===== src/rtl/usb_tx_encoder.sv =====
// rtl/usb_tx_encoder.sv - USB FS transmit encoder: SYNC, bit stuffing, NRZI, EOP; CRC16 tail when USB_TX_CRC16_EN is defined
module usb_tx_encoder #(
  parameter int CLKS_PER_BIT = 8,
  parameter int STUFF_LIMIT  = 6
) (
  input  logic       clk,
  input  logic       rst,
  input  logic       tx_valid,
  input  logic [7:0] tx_data,
  input  logic       tx_last,
  output logic       tx_ready,
  output logic       d_plus,
  output logic       d_minus,
  output logic       tx_busy,
  output logic       tx_done,
  output logic       tx_err
);

  localparam int CW = (CLKS_PER_BIT > 1) ? $clog2(CLKS_PER_BIT) : 1;
  localparam int SW = $clog2(STUFF_LIMIT + 1);

  typedef enum logic [2:0] {
    IDLE,
    SYNC,
    DATA,
`ifdef USB_TX_CRC16_EN
    CRC,
`endif
    EOP_SE0,
    EOP_J
  } state_t;

  state_t        state;
  logic [CW-1:0] bit_cnt;
  logic [3:0]    bit_idx;     // index of the last real bit put on the line, or EOP bit-time count
  logic [SW-1:0] stuff_cnt;
  logic [7:0]    hold_data;
  logic          hold_last;
  logic          hold_full;
  logic          last_acc;    // a byte flagged last has been taken for this packet
  logic [7:0]    shift_reg;
  logic          shift_last;
  logic          aborted;
`ifdef USB_TX_CRC16_EN
  logic [15:0]   crc;
  logic [15:0]   crc_upd;
`endif

  logic wrap;
  logic stuff_now;
  logic byte_end;
  logic nxt_bit;
  logic to_eop;
  logic underrun;

  assign tx_ready = !rst && !hold_full && !last_acc &&
                    (state == IDLE || state == SYNC || state == DATA);
  assign wrap     = (bit_cnt == CW'(CLKS_PER_BIT - 1));

  // Decide what the next bit time carries: stuffed 0, next stream bit, or end of packet
  always_comb begin
    stuff_now = (stuff_cnt == SW'(STUFF_LIMIT));
    byte_end  = (bit_idx == 4'd7);
    nxt_bit   = 1'b0;
    to_eop    = 1'b0;
    underrun  = 1'b0;
    case (state)
      SYNC: nxt_bit = byte_end ? hold_data[0] : (bit_idx == 4'd6);
      DATA: begin
        if (!byte_end) begin
          nxt_bit = shift_reg[1];
        end else if (shift_last) begin
`ifdef USB_TX_CRC16_EN
          nxt_bit = ~crc[0];
`else
          to_eop = 1'b1;
`endif
        end else if (hold_full) begin
          nxt_bit = hold_data[0];
        end else begin
          to_eop   = 1'b1;
          underrun = 1'b1;
        end
      end
`ifdef USB_TX_CRC16_EN
      CRC: begin
        if (bit_idx == 4'd15) to_eop = 1'b1;
        else                  nxt_bit = crc[1];
      end
`endif
      default: ;
    endcase
    if (stuff_now) begin
      nxt_bit  = 1'b0;
      to_eop   = 1'b0;
      underrun = 1'b0;
    end
`ifdef USB_TX_CRC16_EN
    crc_upd = {1'b0, crc[15:1]} ^ ((crc[0] ^ nxt_bit) ? 16'hA001 : 16'h0000);
`endif
  end

  // Packet FSM, bit timing, line drive and holding-register handshake
  always_ff @(posedge clk or posedge rst) begin
    if (rst) begin
      state      <= IDLE;
      bit_cnt    <= '0;
      bit_idx    <= 4'd0;
      stuff_cnt  <= '0;
      hold_data  <= 8'h00;
      hold_last  <= 1'b0;
      hold_full  <= 1'b0;
      last_acc   <= 1'b0;
      shift_reg  <= 8'h00;
      shift_last <= 1'b0;
      aborted    <= 1'b0;
      d_plus     <= 1'b1;
      d_minus    <= 1'b0;
      tx_busy    <= 1'b0;
      tx_done    <= 1'b0;
      tx_err     <= 1'b0;
`ifdef USB_TX_CRC16_EN
      crc        <= 16'hFFFF;
`endif
    end else begin
      tx_done <= 1'b0;
      tx_err  <= 1'b0;
      if (state == IDLE) begin
        if (tx_valid && tx_ready) begin
          state     <= SYNC;
          bit_cnt   <= '0;
          bit_idx   <= 4'd0;
          stuff_cnt <= '0;
          aborted   <= 1'b0;
          tx_busy   <= 1'b1;
          d_plus    <= 1'b0;   // first SYNC bit is 0: J -> K
          d_minus   <= 1'b1;
`ifdef USB_TX_CRC16_EN
          crc       <= 16'hFFFF;
`endif
        end
      end else if (!wrap) begin
        bit_cnt <= bit_cnt + CW'(1);
      end else begin
        bit_cnt <= '0;
        case (state)
          EOP_SE0: begin
            if (bit_idx == 4'd1) begin
              state   <= EOP_J;
              d_plus  <= 1'b1;
              d_minus <= 1'b0;
            end else begin
              bit_idx <= bit_idx + 4'd1;
            end
          end
          EOP_J: begin
            state     <= IDLE;
            tx_busy   <= 1'b0;
            tx_done   <= !aborted;
            hold_full <= 1'b0;
            last_acc  <= 1'b0;
            bit_idx   <= 4'd0;
          end
          default: begin
            if (to_eop) begin
              state   <= EOP_SE0;
              bit_idx <= 4'd0;
              d_plus  <= 1'b0;
              d_minus <= 1'b0;
              tx_err  <= underrun;
              aborted <= underrun;
            end else begin
              if (!nxt_bit) begin
                d_plus    <= ~d_plus;
                d_minus   <= ~d_minus;
                stuff_cnt <= '0;
              end else begin
                stuff_cnt <= stuff_cnt + SW'(1);
              end
              if (!stuff_now) begin
                case (state)
                  SYNC: begin
                    if (byte_end) begin
                      state      <= DATA;
                      bit_idx    <= 4'd0;
                      shift_reg  <= hold_data;
                      shift_last <= hold_last;
                      hold_full  <= 1'b0;
`ifdef USB_TX_CRC16_EN
                      crc        <= crc_upd;
`endif
                    end else begin
                      bit_idx <= bit_idx + 4'd1;
                    end
                  end
                  DATA: begin
                    if (!byte_end) begin
                      shift_reg <= {1'b0, shift_reg[7:1]};
                      bit_idx   <= bit_idx + 4'd1;
`ifdef USB_TX_CRC16_EN
                      crc       <= crc_upd;
`endif
                    end else if (shift_last) begin
`ifdef USB_TX_CRC16_EN
                      state   <= CRC;
                      bit_idx <= 4'd0;
                      crc     <= ~crc;
`endif
                    end else begin
                      bit_idx    <= 4'd0;
                      shift_reg  <= hold_data;
                      shift_last <= hold_last;
                      hold_full  <= 1'b0;
`ifdef USB_TX_CRC16_EN
                      crc        <= crc_upd;
`endif
                    end
                  end
`ifdef USB_TX_CRC16_EN
                  CRC: begin
                    crc     <= {1'b0, crc[15:1]};
                    bit_idx <= bit_idx + 4'd1;
                  end
`endif
                  default: ;
                endcase
              end
            end
          end
        endcase
      end
      if (tx_valid && tx_ready) begin
        hold_data <= tx_data;
        hold_last <= tx_last;
        hold_full <= 1'b1;
        if (tx_last) last_acc <= 1'b1;
      end
    end
  end

endmodule

===== config.mk =====
export PLATFORM = sky130hd
export DESIGN_NAME = usb_tx_encoder
export DESIGN_NICKNAME = d
export VERILOG_FILES = /design/src/rtl/usb_tx_encoder.sv
export SDC_FILE = /design/constraint.sdc
export NUM_CORES = 1
export LEC_CHECK = 0
export CORE_MARGIN = 2
export CORE_UTILIZATION = 40
export CTS_CLUSTER_SIZE = 14
export DETAILED_ROUTE_END_ITERATION = 8
export SETUP_SLACK_MARGIN = 0.5
export SLEW_MARGIN = 5
export SYNTH_ARGS = -nofsm -noshare
export SYNTH_HDL_FRONTEND = slang
export SYNTH_SLANG_ARGS = --single-unit

===== constraint.sdc =====
create_clock -name clk -period 3.8 [get_ports clk]
set_input_delay 0.38 -clock clk [delete_from_list [all_inputs] [get_ports clk]]
set_output_delay 0.38 -clock clk [all_outputs]
set_load 0.03 [all_outputs]

==> reports/qor_table.md, run 1 <==
| Item | This run | Unit |
| --- | --- | --- |
| Outcome | finished clean | - |
| # nets final | 261 | - |
| Maximum clock rate | 0.397 | GHz |
| Ratio of routed vias to standard cells | 5.36 | - |
| Die area | 5750 | sq um |
| Remaining Overflow, GRT | 0 | - |
| Reported max-cap violation count | 0 | - |
| Vias after detailed routing | 1677 | - |
| Largest register FFs | 8 | - |
| Number of diodes | 0 | - |
| Seq. cell area | 952 | sq um |
| Cell total after placement | 305 | - |
| Final period demand of the worst path | 2.52 | ns |
| Worst EP required | 3.42 | ns |
| Post-route DRC violation count | 0 | - |
| Yosys top cell area share | 44.8 | % |
| Post-Route Setup TNS | 0 | ns |
| CP max FO | 13 | - |
| IO Pins | 18 | - |
| Slew Limit Headroom | 57.5 | % |
| Cell area after placement | 2290 | sq um |
| Critical Path Sink Type | output pin | - |
| Number of buffers on the longest clock path | 2 | - |
| Hold bufs inserted after CTS | 0 | - |
| Met3 Usage GRT | 4.10 | % |
| Cell with the largest stage delay on the worst path | clkdlybuf4s50_1 | - |
| Max-slew violation count | 0 | - |
| DR pass1 iterations | 4 | - |
| Maximum level of the CTS H-tree | 2 | - |
| HP Class | flip-flop to flip-flop | - |
| Chip width | 75.8 | um |
| Fraction of final layout cells sized beyond drive strength 1 | 9.05 | % |
| Number of DRC markers in iteration 0 | 85 | - |
| Standard-cell row count | 26 | - |
| Critical path buffers and inverters | 1 | - |
| Biggest cell delay along the critical path | 0.67 | ns |
| Initial standard-cell utilization of the core | 40.9 | % |
| FF-to-FF setup slack | 1.34 | ns |
| Final-layout fill cell count | 512 | - |
| Vertical die dimension | 75.8 | um |
| Library cells used by synthesis | 45 | - |
| Number of clock buffers inserted by TritonCTS | 5 | - |
| Design Area, Final | 2380 | sq um |
| Kind of launch point of the worst setup path | flip-flop | - |
| Worst-Skew Late Latency | 0.29 | ns |
| Mean instance size in the synthesized netlist | 9.22 | sq um |
| Setup WS post-layout | 1.28 | ns |
| RSZ-0062 raised after global routing | no | - |
| IO buf count | 17 | - |
| Final estimated routing congestion in global placement | 0.972 | - |
| Synth Net Count | 243 | - |
| Worst setup slack before clock tree synthesis | 1.35 | ns |
| Leakage power summed over all cells | 0.00107 | uW |
| Area growth from synthesis to layout | 15.5 | % |
| First-pass GRT wire length | 7800 | um |
| Ordered cell list for the critical path | nor4_4 > and2_1 > clkdlybuf4s50_1 | - |
| Global-route layer with the greatest usage | met2 | - |
| Post-synthesis sequential element count | 38 | - |
| Asr flop ratio synth | 100 | % |
| Data arrival time of the critical path | 2.14 | ns |
| Pin count of the biggest net entering global routing | 39 | - |
| Mean routed wirelength per cell | 14.5 | um |
| Residual antenna-violating net count after detailed routing | 0 | - |
| Worst slew pin tran | 0.633 | ns |
| Floorplan Core Area | 5040 | sq um |
| Placed wire-length estimate | 3220 | um |
| Final Cycle Share | 66.2 | % |
| Primary FF master, synth | dfrtp_1 | - |
| Vias in the first global route | 1591 | - |
| Critical path type | flip-flop to output pin | - |
| EDFF count, synth | 0 | - |
| Largest vdd supply drop | 0.176 | mV |
| Synth Cell Area | 2060 | sq um |
| Clock sinks | 38 | - |
| GRT Total Usage | 18.4 | % |
| Most frequent cells after synthesis | nand2_1 (38), dfrtp_1 (37), nor2_1 (18) | - |
| Layout Cells excl Fill | 313 | - |
| Gate count after technology mapping | 224 | - |
| Final hold violation count | 0 | - |
| Final clock skew | 0.00620 | ns |
| Most frequent cell after synthesis | nand2_1 | - |
| Met1 track demand over resource | 23.7 | % |
| Antenna violations before repair | 0 | - |
| Area taken by multi-input logic gates | 1030 | sq um |
| Total setup violations reported at the end of the flow | 0 | - |
| Yosys top cell by area | dfrtp_1 | - |
| CTS root buffer | clkbuf_8 | - |
| Global-route track usage on met2 | 30.4 | % |
| Count of instances resized after the clock tree is built | 0 | - |
| Post-layout power | 715 | uW |
| Ranking of synthesized cells by area | dfrtp_1 (45%), nand2_1 (6.9%), ha_1 (4.2%) | - |
| Final routed wirelength across all metal layers | 4520 | um |
| Fraction of the yosys area taken by sequential cells | 46.1 | % |
| Worst path top cell family by delay | buffers and inverters | - |
| Clock-pin slew of the registers on the worst-case setup and hold paths | 0.07 | ns |
| Number of warnings issued by yosys | 0 | - |
| Cell area power density | 300 | nW/um^2 |
| TritonCTS clock tree | built | - |
| Post CTS Setup Buffer Count | 0 | - |
[cell families after synthesis]
group / synth area share, %
simple gates: 24.6
compound gates: 16.4
fa+ha+maj: 4.24
mux: 4.61
flops: 46.1
buf+inv: 4.00
[final timing paths]
check,endpoint,depth (start not counted),start
max,tx_ready,3,state[2]
min,tx_done,1,aborted
max reg2reg,bit_idx[3],5,state[1]
min reg2reg,tx_done,1,aborted
max in group asynchronous,d_plus,3,rst
min in group asynchronous,tx_busy,3,rst
[per-stage QoR]
step                hold WS (ns)  util, %
floorplan                  0.399        -
global placement           0.430     45.5
detailed placement         0.420     45.5
CTS                        0.439     47.3
global route               0.456     47.3
finish                     0.434     47.3
[per-layer routing]
layer | vias up | routed length (um) | share of wire [%]
li1 | 827 | - | -
met1 | 810 | 2150 | 48
met2 | 32 | 2150 | 47
met3 | 8 | 153 | 3.4
met4 | 0 | 67 | 1.5
met5 | - | 0 | 0
[final cells by class]
class,count,share of cell area (%)
Tap cell,70,3.67
Clock inverter,1,0.210
Sequential cell,38,39.9
Inverter,10,1.57
Clock buffer,7,3.62
Timing Repair Buffer,19,7.77
Multi-Input combinational cell,168,43.2
[cells in the final DEF (no fill, tap or decap), types with 3 or more instances in the layout]
| master | netlist | layout |
|---|---|---|
| a31oi_1 | 5 | 5 |
| dfrtp_1 | 37 | 37 |
| nor2_1 | 18 | 18 |
| clkdlybuf4s50_1 | 0 | 17 |
| o21ai_0 | 14 | 14 |
| o31ai_1 | 5 | 5 |
| mux2_2 | 4 | 4 |
| nand2b_1 | 4 | 4 |
| nand3_1 | 10 | 10 |
| ha_1 | 7 | 7 |
| nor2b_1 | 5 | 5 |
| a21oi_1 | 14 | 14 |
| nor3_1 | 4 | 4 |
| inv_1 | 10 | 10 |
| nand2_1 | 38 | 38 |
| nand3b_1 | 4 | 4 |
| clkbuf_8 | 0 | 6 |
| mux2i_1 | 5 | 5 |
| a21o_1 | 3 | 3 |
[report_power, final]
| part | internal (uW) | leakage (uW) | total (uW) | switching, uW |
|---|---|---|---|---|
| Sequential | 404 | 0.000502 | 404 | 0 |
| Clock | 147 | 0.0000482 | 290 | 144 |
| Combinational | 10.8 | 0.000519 | 21.0 | 10.3 |
| Total | 561 | 0.00107 | 715 | 154 |
Note: power is estimated with default switching activity, not from simulation.
==> run 2: changes to the inputs <==
clock period = 2.18 ns   (was 3.8 ns; I/O delays follow)
==> reports/qor_table.md, run 2 (synthesized netlist as in run 1, its figures left out) <==
| Item | This run | Unit | vs previous |
| --- | --- | --- | --- |
| Final Cycle Share | 86.4 | % |  |
| # nets final | 298 | - | +14% |
| Share of the core filled with cells | 58.3 | % | +11 points |
| Initial standard-cell utilization of the core | 40.9 | % | unchanged |
| Net switching share of the total power | 21.2 | % | -0.38 points |
| Remaining Overflow, GRT | 0 | - | unchanged |
| Standard-cell row count | 26 | - | unchanged |
| Data arrival time of the critical path | 2.07 | ns | -0.07 ns |
| Floorplan Core Area | 5040 | sq um | unchanged |
| Slew Limit Headroom | 62.1 | % | +4.6 points |
| HP Class | input pin to asynchronous set/reset pin | - |  |
| Final clock skew | 0.00701 | ns | +0.000809 ns |
| Chip width | 75.8 | um | unchanged |
| First-pass GRT wire length | 8080 | um | +3.5% |
| Residual antenna-violating net count after detailed routing | 0 | - | unchanged |
| Area growth from synthesis to layout | 42.3 | % |  |
| Power share of the sequential group | 52.1 | % | -4.4 points |
| Cell total after placement | 321 | - | +5.2% |
| CTS root buffer | clkbuf_8 | - |  |
| Number of diodes | 0 | - | unchanged |
| Final routed wirelength across all metal layers | 5090 | um | +13% |
| Ordered cell list for the critical path | nor4_4 > nand3_2 > a221o_1 > or2_4 > mux2_2 | - |  |
| Die area | 5750 | sq um | unchanged |
| Worst EP required | 2.36 | ns | -1.06 ns |
| Post-route DRC violation count | 0 | - | unchanged |
| Clock network fraction of total power | 45.0 | % | +4.4 points |
| DR pass1 iterations | 4 | - | unchanged |
| Cell internal power dissipation | 1070 | uW | +90% |
| Leakage power summed over all cells | 0.00130 | uW | +21% |
| Biggest cell delay along the critical path | 0.41 | ns | -0.26 ns |
| Vias in the first global route | 1731 | - | +8.8% |
| Maximum level of the CTS H-tree | 2 | - | unchanged |
| CP max FO | 4 | - | -9 |
| Power spent charging and discharging nets | 286 | uW | +86% |
| Fraction of final layout cells sized beyond drive strength 1 | 35.4 | % | +26 points |
| IO buf count | 17 | - | unchanged |
| Start point of the critical path | last_acc | - |  |
| Critical Path Sink Type | flip-flop | - |  |
| Number of clock buffers inserted by TritonCTS | 5 | - | unchanged |
| Area taken by multi-input logic gates | 1230 | sq um | +20% |
| Critical path buffers and inverters | 0 | - | -1 |
| IO Pins | 18 | - | unchanged |
| Clock-pin slew of the registers on the worst-case setup and hold paths | 0.08 | ns | about the same |
| Largest vdd supply drop | 0.465 | mV | +160% |
| Final estimated routing congestion in global placement | 0.896 | - | -7.8% |
| Max-slew violation count | 0 | - | unchanged |
| Vertical die dimension | 75.8 | um | unchanged |
| Mean routed wirelength per cell | 14.6 | um | +0.70% |
| Total setup violations reported at the end of the flow | 0 | - | unchanged |
| Cell area power density | 460 | nW/um^2 | +53% |
| Post-Route Setup TNS | 0 | ns | unchanged |
| Outcome | finished clean | - |  |
| Largest register FFs | 8 | - | unchanged |
| Seq. cell area | 957 | sq um | +0.53% |
| Layout Cells excl Fill | 350 | - | +12% |
| Final period demand of the worst path | 1.88 | ns |  |
| Vias after detailed routing | 1841 | - | +9.8% |
| Critical path type | flip-flop to flip-flop | - |  |
| Worst path top cell family by delay | simple AND/OR/NAND/NOR gates | - |  |
| Ratio of routed vias to standard cells | 5.26 | - | -1.8% |
| Reported max-cap violation count | 0 | - | unchanged |
| Placed wire-length estimate | 3360 | um | +4.3% |
| TritonCTS clock tree | built | - |  |
| Hold bufs inserted after CTS | 0 | - | unchanged |
| Pin count of the biggest net entering global routing | 26 | - | -33% |
| GRT Total Usage | 18.9 | % | +0.58 points |
| Final-layout fill cell count | 457 | - | -11% |
| Most common cell after layout, fill and taps aside | nand2_1 | - |  |
| R2R Path Start | last_acc | - |  |
| Cell with the largest stage delay on the worst path | dfrtp_1 | - |  |
| Proportion of power drawn by combinational gates | 2.9 | % | about the same |
| Number of DRC markers in iteration 0 | 110 | - | +29% |
| Number of buffers on the longest clock path | 2 | - | unchanged |
| RSZ-0062 raised after global routing | yes | - |  |
| Worst-Skew Late Latency | 0.29 | ns | about the same |
| Kind of launch point of the worst setup path | flip-flop | - |  |
| Clock sinks | 38 | - | unchanged |
| Worst slew pin tran | 0.568 | ns | -0.0656 ns |
| Maximum clock rate | 0.531 | GHz |  |
| Antenna violations before repair | 0 | - | unchanged |
| Commonest cells after routing, fill and taps aside | nand2_1 (36), dfrtp_1 (33), buf_4 (29) | - |  |
| Final hold violation count | 0 | - | unchanged |
-- run 2: metrics by stage --
step | total power (uW) | worst slack [ns] | hold slack (ns) | area, sq um
2_1_floorplan | 729 | 0.327 | 0.323 | 2100
6_report | 1350 | 0.297 | 0.354 | 2940
3_3_place_gp | 759 | 0.0236 | 0.419 | 2460
5_1_grt | 1400 | 0.234 | 0.408 | 2940
4_1_cts | 1370 | 0.298 | 0.375 | 2750
3_5_place_dp | 760 | 0.000659 | 0.419 | 2460
-- run 2: cell type report --
type	instances	share of cell area, %
clock buffer	5	2.34
clock inverter	3	1.53
inverter	10	1.28
timing repair buffer	56	17.3
tap	70	2.98
sequential	38	32.6
multi-input combinational	168	42.0
-- run 2: what timing repair did --
action | 4_1_cts | 5_1_grt
resized for setup | 31 | 30
setup endpoints to repair | 31 | 28
gates cloned | 1 | 0
buffers inserted | 11 | 9
pin swaps | 9 | 9
-- run 2: layer usage --
layer  routed length [um]  vias up  track usage [%]
met5                    0        -                0
met4                   89        0             7.41
met3                  152        8             3.57
met2                 2620       35             30.7
met1                 2230      894             25.1
li1                     -      904                -
-- run 2: path summary, 6_finish.rpt --
| kind | slack (ns) | to | cells after the start |
|---|---|---|---|
| min in group clk | 0.44 | tx_done | 1 |
| min | 0.35 | tx_err | 2 |
| min reg2reg | 0.44 | tx_done | 1 |
| max reg2reg | 0.30 | bit_idx[0] | 5 |
| max in group asynchronous | 1.29 | bit_cnt[1] | 3 |
| max | 0.30 | bit_idx[0] | 5 |
-- run 2: power groups by stage --
stage          combinational, uW  clock, uW  sequential (uW)
2_1_floorplan               10.8          0              718
3_3_place_gp                41.2          0              718
3_5_place_dp                41.3          0              718
4_1_cts                     41.5        622              704
5_1_grt                     44.3        649              704
6_report                    39.7        608              704
==> run 3: changes to the inputs <==
CTS_BUF_LIST = sky130_fd_sc_hd__clkbuf_2   (was not set)
==> reports/qor_table.md, run 3 (synthesized netlist as in run 1, its figures left out) <==
| Item | This run | Unit | vs previous |
| --- | --- | --- | --- |
| Post-layout power | 1190 | uW | -12% |
| FF-to-FF End | d_plus | - |  |
| Leakage power summed over all cells | 0.00131 | uW | +1.2% |
| Share of the core filled with cells | 57.7 | % | -0.55 points |
| Fraction of final layout cells sized beyond drive strength 1 | 34.0 | % | -1.3 points |
| HP Class | input pin to asynchronous set/reset pin | - |  |
| CTS root buffer | clkbuf_2 | - |  |
| Residual antenna-violating net count after detailed routing | 0 | - | unchanged |
| Largest vdd supply drop | 0.413 | mV | -11% |
| Cell total after placement | 321 | - | unchanged |
| TritonCTS clock tree | built | - |  |
| Chip width | 75.8 | um | unchanged |
| IO buf count | 17 | - | unchanged |
| Number of clock buffers inserted by TritonCTS | 5 | - | unchanged |
| Vias in the first global route | 1769 | - | +2.2% |
| Clock sinks | 38 | - | unchanged |
| Die area | 5750 | sq um | unchanged |
| Largest register FFs | 8 | - | unchanged |
| IO Pins | 18 | - | unchanged |
| Hold bufs inserted after CTS | 0 | - | unchanged |
| Final routed wirelength across all metal layers | 5320 | um | +4.4% |
| Worst EP required | 2.53 | ns | +0.17 ns |
| Maximum level of the CTS H-tree | 2 | - | unchanged |
| CP max FO | 7 | - | +3 |
| Floorplan Core Area | 5040 | sq um | unchanged |
| Final period demand of the worst path | 1.95 | ns | +0.0661 ns |
| Most common cell after layout, fill and taps aside | nand2_1 | - |  |
| Most numerous cell on the critical path | a31oi_1 | - |  |
| Standard-cell row count | 26 | - | unchanged |
| Antenna violations before repair | 0 | - | unchanged |
| Data arrival time of the critical path | 2.30 | ns | +0.23 ns |
| Final estimated routing congestion in global placement | 0.896 | - | unchanged |
| DR pass1 iterations | 4 | - | unchanged |
| Maximum clock rate | 0.513 | GHz | -3.4% |
| Kind of launch point of the worst setup path | flip-flop | - |  |
| Total setup violations reported at the end of the flow | 0 | - | unchanged |
| Critical path type | flip-flop to flip-flop | - |  |
| Final-layout fill cell count | 479 | - | +4.8% |
| R2R Path Start | bit_idx[3] | - |  |
| Vias after detailed routing | 1890 | - | +2.7% |
| Initial standard-cell utilization of the core | 40.9 | % | unchanged |
| Number of cells traversed by the worst register-to-register path | 6 | - | +1 |
| Max-slew violation count | 0 | - | unchanged |
| Pin count of the biggest net entering global routing | 26 | - | unchanged |
| Cell area power density | 410 | nW/um^2 | -11% |
| Critical Path Sink Type | flip-flop | - |  |
| GRT Total Usage | 19.3 | % | +0.36 points |
| Area growth from synthesis to layout | 41.0 | % |  |
| Worst setup slack before clock tree synthesis | 0.000659 | ns | unchanged |
| Setup WS post-layout | 0.231 | ns | -0.0661 ns |
| Ordered cell list for the critical path | nand3b_1 > nor4_2 > buf_4 > o21ai_0 > a31oi_1 > a31oi_1 | - |  |
| Layout Cells excl Fill | 352 | - | +0.57% |
| RSZ-0062 raised after global routing | yes | - |  |
| Worst slew pin tran | 0.580 | ns | +0.0117 ns |
| # nets final | 300 | - | +0.67% |
| Number of buffers on the longest clock path | 2 | - | unchanged |
| Post-Route Setup TNS | 0 | ns | unchanged |
| Outcome | finished clean | - |  |
| Remaining Overflow, GRT | 0 | - | unchanged |
| Final clock skew | 0.0193 | ns | +0.0123 ns |
| Cell with the largest stage delay on the worst path | dfrtp_1 | - |  |
| Mean routed wirelength per cell | 15.1 | um | +3.8% |
| Final Cycle Share | 89.4 | % | +3.0 points |
| Seq. cell area | 957 | sq um | unchanged |
| Reported max-cap violation count | 0 | - | unchanged |
| Clock-pin slew of the registers on the worst-case setup and hold paths | 0.21 | ns | +0.13 ns |
| Placed wire-length estimate | 3360 | um | unchanged |
| Slew Limit Headroom | 61.3 | % | -0.78 points |
| First-pass GRT wire length | 8200 | um | +1.5% |
| Number of diodes | 0 | - | unchanged |
| Biggest cell delay along the critical path | 0.53 | ns | +0.12 ns |
| FF-to-FF setup slack | 0.23 | ns | -0.07 ns |
| Vertical die dimension | 75.8 | um | unchanged |
| Final hold violation count | 0 | - | unchanged |
| Number of DRC markers in iteration 0 | 89 | - | -19% |
| Post-route DRC violation count | 0 | - | unchanged |
| Worst-Skew Late Latency | 0.40 | ns | +0.11 ns |
| Area taken by multi-input logic gates | 1230 | sq um | -0.20% |
| Ratio of routed vias to standard cells | 5.37 | - | +2.1% |
| Commonest cells after routing, fill and taps aside | nand2_1 (36), dfrtp_1 (33), buf_4 (30) | - |  |
run 3: changes by cell type in the layout (fill, tap and decap cells not counted), sizes merged:
| cell | delta |
|---|---|
| clkdlybuf4s50 | -4 |
| buf | +2 |
| dlygate4sd2 | +2 |
| clkdlybuf4s15 | +1 |
| dlymetal6s2s | +1 |
run 3: report_power, final:
group	total [uW]	switching, uW	leakage (uW)	internal [uW]
registers	706	0	0.000497	706
clock network	446	254	0.0000352	193
logic	39.5	18.3	0.000779	21.2
total	1190	272	0.00131	920
run 3: repair_timing:
item,CTS,global route
pin swaps,9,14
gates resized for setup,36,28
cloned,1,0
endpoints found under the setup margin,34,32
setup buffers,13,9
run 3: worst max path at each step:
| stage | slack (ns) | start | to | cells past startpoint |
|---|---|---|---|---|
| after floorplan | 0.33 | state[2] | bit_idx[0] | 5 |
| after global placement | 0.02 | rst | bit_idx[0] | 6 |
| after detailed placement | 0.0007 | rst | bit_idx[0] | 6 |
| after CTS | 0.26 | last_acc | tx_ready | 4 |
| after global routing | 0.13 | stuff_cnt[0] | d_plus | 8 |
| final | 0.23 | bit_idx[3] | d_plus | 6 |
run 3: layer usage:
layer | vias up | GRT usage [%] | routed length [um]
met5 | - | 0 | 0
met4 | 0 | 7.99 | 101
met3 | 8 | 4.37 | 214
met2 | 40 | 31.6 | 2700
met1 | 931 | 24.6 | 2300
li1 | 911 | - | -
run 3: stage by stage:
stage	instance area (sq um)	hold slack (ns)
after floorplan	2100	0.323
after global placement	2460	0.419
after detailed placement	2460	0.419
after CTS	2730	0.225
after global routing	2910	0.235
final	2910	0.222
run 3: cell type report:
cell class / count / area share (%)
inverter: 10 / 1.29
clock buffer: 5 / 0.860
multi-input combinational: 168 / 42.3
tap: 70 / 3.01
sequential: 38 / 32.9
timing repair buffer: 58 / 18.1
clock inverter: 3 / 1.55
run 3: critical path, delay by kind of cell, from the launching register on:
| family | cells | cell delay [ns] |
|---|---|---|
| flip-flops | 1 | 0.53 |
| AND/OR/NAND/NOR | 2 | 0.81 |
| AO/OA/AOI/OAI | 3 | 0.37 |
| buffers and inverters | 1 | 0.18 |
